File: src/rtl/cape_sc_decoder_if.sv
// Bus bundle between the CAPE bitstream generator (master) and the SC->binary decoder (slave).
// Progressive outputs exist only when CAPE_DEC_PROGRESSIVE_EN is defined.
interface cape_sc_decoder_if #(
  parameter int WIDTH      = 4,
  parameter int NUM_INPUTS = 2,
  parameter int LEN_W      = WIDTH * NUM_INPUTS
);
  logic                  in_valid;
  logic                  in_last;
  logic [NUM_INPUTS-1:0] Xs;
  logic                  out_valid;
  logic [WIDTH-1:0]      Bzs [NUM_INPUTS];
  logic [LEN_W:0]        len_out;
  logic                  err;
`ifdef CAPE_DEC_PROGRESSIVE_EN
  logic                  run_valid;
  logic [WIDTH-1:0]      run_Bzs [NUM_INPUTS];
`endif

  modport master (
    output in_valid, in_last, Xs,
    input  out_valid, Bzs, len_out, err
`ifdef CAPE_DEC_PROGRESSIVE_EN
    , input run_valid, run_Bzs
`endif
  );

  modport slave (
    input  in_valid, in_last, Xs,
    output out_valid, Bzs, len_out, err
`ifdef CAPE_DEC_PROGRESSIVE_EN
    , output run_valid, run_Bzs
`endif
  );
endinterface

File: src/rtl/cape_sc_decoder.sv
// Stochastic-to-binary decoder: counts ones per SC lane and converts to WIDTH-bit values at stream end.
// Optional progressive estimates at power-of-two lengths via CAPE_DEC_PROGRESSIVE_EN.
module cape_sc_decoder #(
  parameter int WIDTH      = 4,
  parameter int NUM_INPUTS = 2,
  parameter int LEN_W      = WIDTH * NUM_INPUTS
) (
  input logic               clk,
  input logic               rst,
  cape_sc_decoder_if.slave  bus
);

  typedef enum logic {IDLE, ACC} state_t;

  localparam logic [LEN_W:0] MAX_LEN = (LEN_W+1)'(1) << LEN_W;

  state_t           state_q, state_d;
  logic [LEN_W:0]   len_q, len_d, len_next;
  logic [LEN_W:0]   ones_q [NUM_INPUTS];
  logic [LEN_W:0]   ones_d [NUM_INPUTS];
  logic [LEN_W:0]   ones_next [NUM_INPUTS];
  logic             out_valid_q, out_valid_d;
  logic [WIDTH-1:0] bzs_q [NUM_INPUTS];
  logic [WIDTH-1:0] bzs_d [NUM_INPUTS];
  logic [LEN_W:0]   len_out_q, len_out_d;
  logic             err_q, err_d;
  logic             term, next_pow2;

  function automatic logic is_pow2(input logic [LEN_W:0] len);
    return (len != '0) && ((len & (len - (LEN_W+1)'(1))) == '0);
  endfunction

  // Scale a ones count to WIDTH bits for a power-of-two length, saturating the all-ones case.
  function automatic logic [WIDTH-1:0] sc_convert(input logic [LEN_W:0] ones,
                                                 input logic [LEN_W:0] len);
    logic [LEN_W+WIDTH:0] scaled;
    int k;
    k = 0;
    for (int j = 0; j <= LEN_W; j++) begin
      if (len == ((LEN_W+1)'(1) << j)) k = j;
    end
    scaled = {{WIDTH{1'b0}}, ones};
    if (k <= WIDTH) scaled = scaled << (WIDTH - k);
    else            scaled = scaled >> (k - WIDTH);
    if (|scaled[LEN_W+WIDTH:WIDTH]) return '1;
    return scaled[WIDTH-1:0];
  endfunction

  always_comb begin
    len_next  = len_q + (LEN_W+1)'(1);
    for (int i = 0; i < NUM_INPUTS; i++) begin
      ones_next[i] = ones_q[i] + {{LEN_W{1'b0}}, bus.Xs[i]};
    end
    next_pow2 = is_pow2(len_next);
    term      = bus.in_valid && (bus.in_last || (len_next == MAX_LEN));
  end

  always_comb begin
    state_d     = state_q;
    len_d       = len_q;
    ones_d      = ones_q;
    out_valid_d = 1'b0;
    bzs_d       = bzs_q;
    len_out_d   = len_out_q;
    err_d       = err_q;
    if (term) begin
      // Counters clear on the terminating beat so the next cycle can open a new stream.
      state_d     = IDLE;
      len_d       = '0;
      ones_d      = '{default: '0};
      out_valid_d = 1'b1;
      len_out_d   = len_next;
      err_d       = !next_pow2;
      for (int i = 0; i < NUM_INPUTS; i++) begin
        bzs_d[i] = next_pow2 ? sc_convert(ones_next[i], len_next) : '0;
      end
    end else if (bus.in_valid) begin
      state_d = ACC;
      len_d   = len_next;
      ones_d  = ones_next;
    end
  end

  always_ff @(posedge clk) begin
    if (rst) begin
      state_q     <= IDLE;
      len_q       <= '0;
      ones_q      <= '{default: '0};
      out_valid_q <= 1'b0;
      bzs_q       <= '{default: '0};
      len_out_q   <= '0;
      err_q       <= 1'b0;
    end else begin
      state_q     <= state_d;
      len_q       <= len_d;
      ones_q      <= ones_d;
      out_valid_q <= out_valid_d;
      bzs_q       <= bzs_d;
      len_out_q   <= len_out_d;
      err_q       <= err_d;
    end
  end

  assign bus.out_valid = out_valid_q;
  assign bus.Bzs       = bzs_q;
  assign bus.len_out   = len_out_q;
  assign bus.err       = err_q;

`ifdef CAPE_DEC_PROGRESSIVE_EN
  logic             run_valid_q, run_valid_d;
  logic [WIDTH-1:0] run_bzs_q [NUM_INPUTS];
  logic [WIDTH-1:0] run_bzs_d [NUM_INPUTS];

  always_comb begin
    run_valid_d = 1'b0;
    run_bzs_d   = run_bzs_q;
    if (bus.in_valid && next_pow2) begin
      run_valid_d = 1'b1;
      for (int i = 0; i < NUM_INPUTS; i++) begin
        run_bzs_d[i] = sc_convert(ones_next[i], len_next);
      end
    end
  end

  always_ff @(posedge clk) begin
    if (rst) begin
      run_valid_q <= 1'b0;
      run_bzs_q   <= '{default: '0};
    end else begin
      run_valid_q <= run_valid_d;
      run_bzs_q   <= run_bzs_d;
    end
  end

  assign bus.run_valid = run_valid_q;
  assign bus.run_Bzs   = run_bzs_q;
`endif

endmodule

File: src/flat_wrapper.sv
// flat-port wrapper written by rule: the top's interface ports become plain ports
module cape_sc_decoder_flat 
#(
  parameter int WIDTH      = 4,
  parameter int NUM_INPUTS = 2,
  parameter int LEN_W      = WIDTH * NUM_INPUTS
)
  (clk, rst, bus_in_valid, bus_in_last, bus_Xs, bus_out_valid, bus_Bzs, bus_len_out, bus_err);
  cape_sc_decoder_if #(.WIDTH(WIDTH), .NUM_INPUTS(NUM_INPUTS), .LEN_W(LEN_W)) bus_i ();
  input logic clk;
  input logic rst;
  input wire logic [$bits(bus_i.in_valid)-1:0] bus_in_valid;
  input wire logic [$bits(bus_i.in_last)-1:0] bus_in_last;
  input wire logic [$bits(bus_i.Xs)-1:0] bus_Xs;
  output wire logic [$bits(bus_i.out_valid)-1:0] bus_out_valid;
  output wire logic [$bits(bus_i.Bzs)-1:0] bus_Bzs;
  output wire logic [$bits(bus_i.len_out)-1:0] bus_len_out;
  output wire logic [$bits(bus_i.err)-1:0] bus_err;
  assign bus_i.in_valid = bus_in_valid;
  assign bus_i.in_last = bus_in_last;
  assign bus_i.Xs = bus_Xs;
  assign bus_out_valid = bus_i.out_valid;
  assign bus_Bzs = {>>{bus_i.Bzs}};
  assign bus_len_out = bus_i.len_out;
  assign bus_err = bus_i.err;
  cape_sc_decoder #(.WIDTH(WIDTH), .NUM_INPUTS(NUM_INPUTS), .LEN_W(LEN_W)) u_core (.clk(clk), .rst(rst), .bus(bus_i));
endmodule
File: config.mk
export PLATFORM = sky130hd
export DESIGN_NAME = cape_sc_decoder_flat
export DESIGN_NICKNAME = d
export VERILOG_FILES = /design/src/rtl/cape_sc_decoder_if.sv /design/src/rtl/cape_sc_decoder.sv /design/src/flat_wrapper.sv
export SDC_FILE = /design/constraint.sdc
export NUM_CORES = 1
export LEC_CHECK = 0
export ABC_AREA = 0
export CELL_PAD_IN_SITES_DETAIL_PLACEMENT = 1
export CELL_PAD_IN_SITES_GLOBAL_PLACEMENT = 2
export CORE_MARGIN = 1.5
export CORE_UTILIZATION = 39
export CTS_BUF_LIST = sky130_fd_sc_hd__clkbuf_16
export CTS_CLUSTER_DIAMETER = 100
export DETAILED_ROUTE_END_ITERATION = 8
export PLACE_DENSITY = 0.95
export SYNTH_ARGS = -nofsm -noshare
export SYNTH_HDL_FRONTEND = slang
export SYNTH_SLANG_ARGS = --single-unit
File: constraint.sdc
create_clock -name clk -period 10.4 [get_ports clk]
set_clock_uncertainty 0.1 [all_clocks]
set_input_delay 3.12 -clock clk [delete_from_list [all_inputs] [get_ports clk]]
set_output_delay 3.12 -clock clk [all_outputs]
set_load 0.005 [all_outputs]
# Word-level counts from Yosys, hierarchy flattened
# Index checks and enable logic that the tools add are counted.
totals:
  output_inout_bits: 19
  in_bits: 6
  reg_bits: 46
  elab_cells: 61
classes:
  bitwise: 1
  add_sub_neg: 6
  shifts: 4
  reduce_logical: 9
  magnitude_cmp: 1
  n_eq_ne: 8
  n_mux: 24
op_table:
  columns: ["op", "count"]
  rows:
  - ["9-bit by 32-bit left shift with 13-bit output", 2]
  - ["9-bit by 32-bit >> shifter with 13-bit output", 2]
  - ["13-bit two-way mux", 4]
  - ["32-bit by 4-bit less-or-equal comparator with 1-bit output, second input constant", 1]
  - ["32-bit two-way mux", 1]
  - ["32-bit by 4-bit subtractor with 32-bit output, second input constant", 1]
  - ["4-bit by 32-bit subtractor with 32-bit output, first input constant", 1]
  - ["4-bit two-way mux", 7]
  - ["9-bit by 1-bit adder with 9-bit output", 2]
  - ["9-bit OR reduction", 2]
  - ["3-bit two-way mux", 4]
  - ["9-bit by 1-bit adder with 9-bit output, second input constant", 1]
  - ["9-bit bitwise AND", 1]
  - ["9-bit by 2-bit == test with 1-bit output, second input constant", 1]
  - ["9-bit by 3-bit == test with 1-bit output, second input constant", 1]
  - ["9-bit by 4-bit == test with 1-bit output, second input constant", 1]
  - ["9-bit by 5-bit == test with 1-bit output, second input constant", 1]
  - ["9-bit by 6-bit == test with 1-bit output, second input constant", 1]
  - ["9-bit by 7-bit == test with 1-bit output, second input constant", 1]
  - ["9-bit by 8-bit == test with 1-bit output, second input constant", 1]
  - ["9-bit == test, second input constant", 1]
  - ["9-bit logical NOT", 1]
  - ["9-bit nonzero test", 1]
  - ["9-bit by 1-bit subtractor with 9-bit output, second input constant", 1]
  - ["other kinds (6)", 13]

# Longest topological paths before layout
# Gate-level depths: netlist of the first run.
logic_depth:
  word_depth: 20
  mapped_depth: 23
  depth_no_buf: 18

# Worst setup path before layout of the first run
# OpenSTA, ideal clock, no wires.
synth_timing:
  path_kind: "input to register"
  start: "input port bus_Xs[1]"
  end: "register u_core.bzs_q (netlist bit u_core.bus.Bzs[2])"
  setup_slack_ps: 4551
  arrival_time_ps: 5632
  stages: 12
  cell_sequence: "ha_1 ha_1 and3_1 and2_0 nand4bb_1 o311a_1 o31a_1 o32ai_1 a221oi_1 nor4_2 o211ai_1 a22o_1"
synth_via:
  elab_chain_len: 9
synth_lines:
  columns: ["element", "line", "source"]
  rows:
  - ["start, declared", "flat_wrapper.sv:14", "input wire logic [$bits(bus_i.Xs)-1:0] bus_Xs;"]
  - ["9-bit by 1-bit adder with 9-bit output *", "cape_sc_decoder.sv:52", "ones_next[i] = ones_q[i] + {{LEN_W{1'b0}}, bus.Xs[i]};"]
  - ["9-bit by 32-bit >> shifter with 13-bit output / 9-bit by 32-bit left shift with 13-bit output (equally long branches)", "cape_sc_decoder.sv:44, cape_sc_decoder.sv:43", null]
  - ["13-bit two-way mux *", "cape_sc_decoder.sv:43", "if (k <= WIDTH) scaled = scaled << (WIDTH - k);"]
  - ["13-bit two-way mux *", "cape_sc_decoder.sv:66", "if (term) begin"]
  - ["9-bit OR reduction", "cape_sc_decoder.sv:45", "if (|scaled[LEN_W+WIDTH:WIDTH]) return '1;"]
  - ["1-bit two-way mux", "cape_sc_decoder.sv:45", null]
  - ["1-bit two-way mux", "cape_sc_decoder.sv:66", null]
  - ["4-bit two-way mux *", "cape_sc_decoder.sv:46", "return scaled[WIDTH-1:0];"]
  - ["4-bit two-way mux *", "cape_sc_decoder.sv:75", "bzs_d[i] = next_pow2 ? sc_convert(ones_next[i], len_next) : '0;"]
  - ["end signal, assigned", "cape_sc_decoder.sv:98", "bzs_q <= bzs_d;"]
  - ["end, declared", "cape_sc_decoder.sv:23", "logic [WIDTH-1:0] bzs_q [NUM_INPUTS];"]
# Every way passes the cells marked *; elsewhere a longest branch is shown, timed or not. The select of a mux whose other input is x is not followed.
# A chain may end at the register's enable or synchronous reset.

# Final worst setup path of the first run
layout_timing:
  start: "input port bus_Xs[1]"
  end: "register u_core.bzs_q (netlist bit u_core.bus.Bzs[0])"
# Same word-level chain as after synthesis.

==> results of run 1 <==
==> power groups by stage <==
stage / Sequential (mW) / Combinational (mW) / Clock (mW)
after floorplan: 0.191 / 0.0706 / 0
after global routing: 0.191 / 0.109 / 0.166
after global placement: 0.193 / 0.0962 / 0
after detailed placement: 0.194 / 0.0989 / 0
final: 0.190 / 0.101 / 0.156
after CTS: 0.190 / 0.0997 / 0.161
==> critical path, cell delays in order <==
cell	delay [ps]
clkdlybuf4s50_1	470
ha_1	210
ha_1	250
and3_1	260
and2_0	280
xor2_1	640
o32ai_1	150
a221oi_1	310
a21oi_1	80
a221oi_1	410
nor4_2	150
o211a_1	160
o21ai_1	110
==> cells by family (layout without fill, tap and decap cells) <==
logic type / count (synthesis) / after routing / share of synthesized area, %
AND/OR/NAND/NOR: 234 / 234 / 27.32
XOR/XNOR: 47 / 47 / 9.106
flip-flops: 46 / 46 / 20.37
multiplexers: 24 / 24 / 6.477
AO/OA/AOI/OAI: 158 / 158 / 26.99
buffers and inverters: 65 / 47 / 6.421
adder cells (fa/ha/maj): 12 / 12 / 3.321
==> flip-flops by register name, indices dropped and copies added, names as in the netlist <==
register	flops
u_core.bus.Bzs	8
u_core.len_q	9
u_core.bus.out_valid	1
u_core.bus.len_out	9
u_core.bus.err	1
u_core.ones_q	18
==> per-stage QoR <==
stage	cells	instance area (um2)	hold WS, ps
global route	711	4853	379.8
floorplan	586	4521	341.7
detailed placement	704	4717	358.3
global placement	704	4717	338.0
finish	711	4853	357.5
CTS	711	4853	366.6
==> final cells by class <==
cell class | count | area [um2] | area share (%)
Timing Repair Buffer | 26 | 255.2 | 5.259
Sequential cell | 46 | 920.9 | 18.97
Clock buffer | 5 | 125.1 | 2.578
Clock inverter | 2 | 11.26 | 0.2320
Tap cell | 143 | 178.9 | 3.687
Inverter | 14 | 52.55 | 1.083
Multi-Input combinational cell | 475 | 3309 | 68.19
==> layer usage <==
layer | up-vias | routed length, um | GRT usage (%)
met1 | 2219 | 6568 | 31.60
met2 | 164 | 6372 | 37.20
met5 | - | 0 | 0
li1 | 2137 | - | -
met4 | 0 | 313 | 7.949
met3 | 30 | 794 | 2.679
==> final timing paths <==
path,start,end,slack [ps],depth (start not counted)
worst max-delay path,bus_Xs[1],u_core.bus.Bzs[0]$_SDFFE_PP0P_,3920,13
worst min-delay path,u_core.bus.Bzs[0]$_SDFFE_PP0P_,u_core.bus.Bzs[0]$_SDFFE_PP0P_,360,2
worst max register to register,u_core.len_q[0]$_SDFFE_PP0P_,u_core.bus.Bzs[3]$_SDFFE_PP0P_,3930,17
worst min register to register,u_core.bus.Bzs[0]$_SDFFE_PP0P_,u_core.bus.Bzs[0]$_SDFFE_PP0P_,360,2
==> cell usage in the layout (no fill, tap or decap), drive strengths merged, types with 10 or more instances in the layout <==
master,Yosys,layout
nand4,20,20
nand2,37,37
xnor2,23,23
nand3,24,24
nor3,14,14
nor2,72,72
and2,10,10
ha,12,12
a211oi,20,20
mux2i,18,18
clkdlybuf4s50,0,24
inv,14,15
xor2,24,24
and3,14,14
a21oi,25,25
o21ai,31,31
dfxtp,46,46
==> results.txt, run 1 <==
outcome -> complete, no violations
post-synthesis async set-or-reset flop share -> 0%
Slew HR -> 41.41%
I/O pins -> 25
GR Util All Layers -> 22.95%
worst skew pair latency -> 290 ps
P_sw -> 135.3 uW
first-pass GRT wire length -> 23.39 mm
CTS Sinks -> 46
slew at the pin closest to its max-slew limit -> 877.7 ps
Worst Hold Class -> flip-flop to flip-flop
# DRC -> 0
Synth top area share -> 20.37%
Leak -> 1.738 nW
Die X-Extent -> 110.7 um
Worst Path Required -> 10,520 ps
EDFF count, synth -> 0
DP HPWL -> 10.34 mm
CP Data Arrival Time -> 6610 ps
Post-Place Worst Slack -> 3692 ps
Synth area leader -> dfxtp_1
Routed WL -> 14.05 mm
vias in the first global route -> 4,537
Clock power frac -> 34.8%
total power -> 446.5 uW
Port Buffers -> 24
count leader, synth -> nor2_1
switching portion of total power -> 30.30%
Worst VDD drop -> 0.05075 mV
WL/cell -> 19.76 um
post-DR vias/cell -> 6.399
internal power -> 311.2 uW
top post-synthesis cells by area -> dfxtp_1 (20%), nor2_1 (6.0%), xor2_1 (4.6%)
CP Class -> input port to flip-flop
crit path time final -> 6484 ps
Initial Utilization -> 39.76%
CTS hold repair buffers -> 0
H-tree Lvls -> 2
PnR worst setup slack -> 3916 ps
synthesized area -> 4521 um2
CTS Buf Count -> 5
Routed Antenna Nets -> 0
initial DRC count -> 358
Most used DFF post-synth -> dfxtp_1
YS warnings -> 0
Avg Inst Size Synth -> 7.714 um2
P per Cell Area -> 92.00 nW/um2
ant diodes -> 0
Syn Nets -> 604
Max FO, Critical Path -> 10
CTS tree -> built
flop and latch count out of synthesis -> 46
die area -> 12,250 um2
Finished Core Util -> 42.69%
Fin Setup TNS -> 0 ps
Finish-stage setup viols -> 0
Core Area -> 11,370 um2
CP Launch Type -> input port
final hold vios -> 0
sequential cell fraction of total power -> 42.5%
Tcrit/Tclk final -> 62.35%
Congestion Overflow GR -> 0
routability cong. -> 0.9445
Clock Path Buffers -> 2
layout cells sized above 1 -> 7.570%
Fmax -> 0.1542 GHz
setup bufs post-CTS -> 0
initial antenna violation count -> 0
FILL cells -> 1,378
endpoint class of the critical path -> flip-flop
root buffer cell -> clkbuf_16
Seq/Total Area, Yosys -> 20.37%
Logic pwr share -> 22.7%
largest net degree at the start of global routing -> 33
post_cts resized -> 0
Clock transition at path regs -> 60 ps
Final #Nets -> 586
max_cap viols -> 0
first drt pass iteration count -> 7
post-synth cell types -> 86
via count -> 4,550
post-synthesis cell count -> 586
RSZ-0062 raised after global routing -> no
Die Y-Extent -> 110.7 um
Area Growth Syn to Fin -> 7.362%
Final Max Tran Viols -> 0
FP Rows -> 39
top post-synthesis cells by count -> nor2_1 (72), dfxtp_1 (46), nand2_1 (36)
(Power assumes the default switching activity.)
==> inputs of run 2 (changes only) <==
--- a/config.mk
+++ b/config.mk
@@ -9,11 +9,11 @@
 export CELL_PAD_IN_SITES_DETAIL_PLACEMENT = 1
 export CELL_PAD_IN_SITES_GLOBAL_PLACEMENT = 2
 export CORE_MARGIN = 1.5
-export CORE_UTILIZATION = 39
+export CORE_UTILIZATION = 36
 export CTS_BUF_LIST = sky130_fd_sc_hd__clkbuf_16
 export CTS_CLUSTER_DIAMETER = 100
 export DETAILED_ROUTE_END_ITERATION = 8
-export PLACE_DENSITY = 0.95
+export PLACE_DENSITY = 0.89
 export SYNTH_ARGS = -nofsm -noshare
 export SYNTH_HDL_FRONTEND = slang
 export SYNTH_SLANG_ARGS = --single-unit
==> constraint.sdc (replaced) <==
create_clock -name clk -period 5.97 [get_ports clk]
set_clock_uncertainty 0.1 [all_clocks]
set_input_delay 1.791 -clock clk [delete_from_list [all_inputs] [get_ports clk]]
set_output_delay 1.791 -clock clk [all_outputs]
set_load 0.005 [all_outputs]
==> run 2 against run 1 <==
Compared with the run above: cell area is 2.5% higher; clock power up 86%; combinational power grew 84%; power increased by 80%; critical path depth increased by 4; die area grew 8.1%; global-route usage down 0.079 points; register-to-register slack got worse by 3200 ps; worst hold slack worse by 8.3 ps; worst setup slack lost 3200 ps; sequential power rose by 72%; sequential cell count is the same; critical path type is now flip-flop to flip-flop; critical endpoint is now u_core.bus.Bzs[2]$_SDFFE_PP0P_.
==> results.txt, run 2 (same netlist as run 1, synthesis figures left out) <==
outcome -> complete, no violations
ant diodes -> 0 (unchanged)
CP Class -> flip-flop to flip-flop
CP Launch Type -> flip-flop
Routed Antenna Nets -> 0 (unchanged)
max_cap viols -> 0 (unchanged)
DP HPWL -> 10.67 mm (+3.2%)
I/O pins -> 25 (unchanged)
FILL cells -> 1,485 (+7.8%)
Worst Path Required -> 6060 ps (-4460 ps)
post-DR vias/cell -> 6.059 (-5.3%)
internal power -> 550.5 uW (+77%)
placed cell count -> 740 (+5.1%)
CTS tree -> built
vias in the first global route -> 4,452 (-1.9%)
crit path time final -> 5240 ps
Die Y-Extent -> 115.1 um (+4.0%)
GR Util All Layers -> 22.87% (-0.079 points)
Congestion Overflow GR -> 0 (unchanged)
slew at the pin closest to its max-slew limit -> 877.5 ps (-0.2474 ps)
CTS Sinks -> 46 (unchanged)
Finish-stage setup viols -> 0 (unchanged)
Worst VDD drop -> 0.09079 mV (+79%)
worst skew pair latency -> 300 ps (about the same)
CTS hold repair buffers -> 0 (unchanged)
initial antenna violation count -> 0 (unchanged)
final non-filler cell total -> 748 (+5.2%)
largest net degree at the start of global routing -> 32 (-3.0%)
Final #Nets -> 597 (+1.9%)
Die X-Extent -> 115.1 um (+4.0%)
Core Area -> 12,110 um2 (+6.5%)
FF-to-FF Start -> u_core.len_q[1]$_SDFFE_PP0P_
Clock transition at path regs -> 70 ps (about the same)
endpoint class of the critical path -> flip-flop
first-pass GRT wire length -> 24.09 mm (+3.0%)
Slew HR -> 41.42% (about the same)
Clock Path Buffers -> 2 (unchanged)
FP Rows -> 40 (+2.6%)
Tcrit/Tclk final -> 87.77%
Setup crit start -> u_core.len_q[1]$_SDFFE_PP0P_
sequential cell fraction of total power -> 40.6% (-1.9 points)
Fmax -> 0.1908 GHz
most common cell after layout, fill and taps aside -> nor2_1
root buffer cell -> clkbuf_16
RSZ-0062 raised after global routing -> no
Port Buffers -> 24 (unchanged)
hold path start -> u_core.bus.Bzs[0]$_SDFFE_PP0P_
Initial Utilization -> 37.32% (-2.4 points)
Max FO, Critical Path -> 14 (+4)
setup bufs post-CTS -> 0 (unchanged)
WL/cell -> 19.46 um (-1.5%)
CP Data Arrival Time -> 5330 ps (-1280 ps)
P_sw -> 251.0 uW (+86%)
final hold vios -> 0 (unchanged)
Final Max Tran Viols -> 0 (unchanged)
post_cts resized -> 0 (unchanged)
Routed WL -> 14.56 mm (+3.6%)
P per Cell Area -> 161.1 nW/um2 (+75%)
via count -> 4,532 (-0.40%)
die area -> 13,240 um2 (+8.1%)
max reg flops -> 18 (unchanged)
Logic pwr share -> 23.2% (+0.5 points)
routability cong. -> 0.9121 (-3.4%)
CTS Buf Count -> 5 (unchanged)
Fin Setup TNS -> 0 ps (unchanged)
Worst Hold Class -> flip-flop to flip-flop
Reg with most FFs -> u_core.ones_q
switching portion of total power -> 31.32% (+1.0 points)
most frequent cells in the layout -> nor2_1 (72), dfxtp_1 (46), nand2_1 (36), o21ai_0 (25)
first drt pass iteration count -> 5 (-2)
Clock power frac -> 36.1% (+1.3 points)
# DRC -> 0 (unchanged)
Area Growth Syn to Fin -> 10.07%
initial DRC count -> 326 (-8.9%)
H-tree Lvls -> 2 (unchanged)
Leak -> 1.792 nW (+3.1%)
layout cells sized above 1 -> 9.483% (+1.9 points)
## run 2: cell count changes in the layout (fill, tap and decap cells not counted)
cell | previous run | this run
buf_4 | 2 | 13
clkinv_1 | 0 | 1
inv_1 | 12 | 11
inv_6 | 0 | 1
## run 2: layout make-up
type                       instances  area [um2]  area share, %
multi-input combinational        475        3309          66.51
sequential                        46       920.9          18.51
timing repair buffer              37       337.8          6.789
tap                              168       210.2          4.224
clock buffer                       5       125.1          2.514
inverter                          14       52.55          1.056
clock inverter                     3       20.02         0.4023
## run 2: worst paths after layout
kind	to	slack [ps]	cells past startpoint
setup / recovery	u_core.bus.Bzs[2]$_SDFFE_PP0P_	730	17
hold reg to reg	u_core.bus.Bzs[0]$_SDFFE_PP0P_	350	2
setup reg to reg	u_core.bus.Bzs[2]$_SDFFE_PP0P_	730	17
hold / removal	u_core.bus.Bzs[0]$_SDFFE_PP0P_	350	2
## run 2: per-layer routing
layer | share of wire (%) | vias to the layer above | wire [um] | global-route usage, %
li1 | - | 2156 | - | -
met1 | 48 | 2229 | 7017 | 32.05
met2 | 45 | 128 | 6570 | 36.27
met3 | 5.0 | 19 | 728 | 3.795
met4 | 1.7 | 0 | 241 | 6.337
met5 | 0 | - | 0 | 0
## run 2: through the flow
stage	worst slack [ps]	cell area [um2]	hold WS (ps)	total power [mW]	util, %
3_3_place_gp	723.0	4831	340.6	0.5111	39.89
3_5_place_dp	615.0	4831	343.5	0.5157	39.89
5_1_grt	362.1	4976	374.3	0.8371	41.08
4_1_cts	781.0	4976	355.9	0.8097	41.08
2_1_floorplan	1177	4521	341.7	0.4560	-
6_report	730.2	4976	349.1	0.8016	41.08
## run 2: worst max-delay path, stage by stage, from the launching register on
cell,delay [ps]
dfxtp_1,350
ha_1,150
buf_4,180
inv_1,60
ha_1,570
nand2_1,210
and4b_1,430
a21boi_1,330
nand2_1,250
inv_2,190
nand2_1,70
ha_1,470
or2_2,420
o32ai_1,310
a221oi_1,90
nor4_2,530
o211ai_1,180
a22o_1,230
## run 2: power groups by stage
stage | Combinational (mW) | Clock [mW] | Sequential, mW
6_report | 0.186 | 0.290 | 0.326
4_1_cts | 0.184 | 0.300 | 0.326
3_5_place_dp | 0.183 | 0 | 0.333
5_1_grt | 0.203 | 0.307 | 0.327
3_3_place_gp | 0.179 | 0 | 0.332
2_1_floorplan | 0.123 | 0 | 0.333
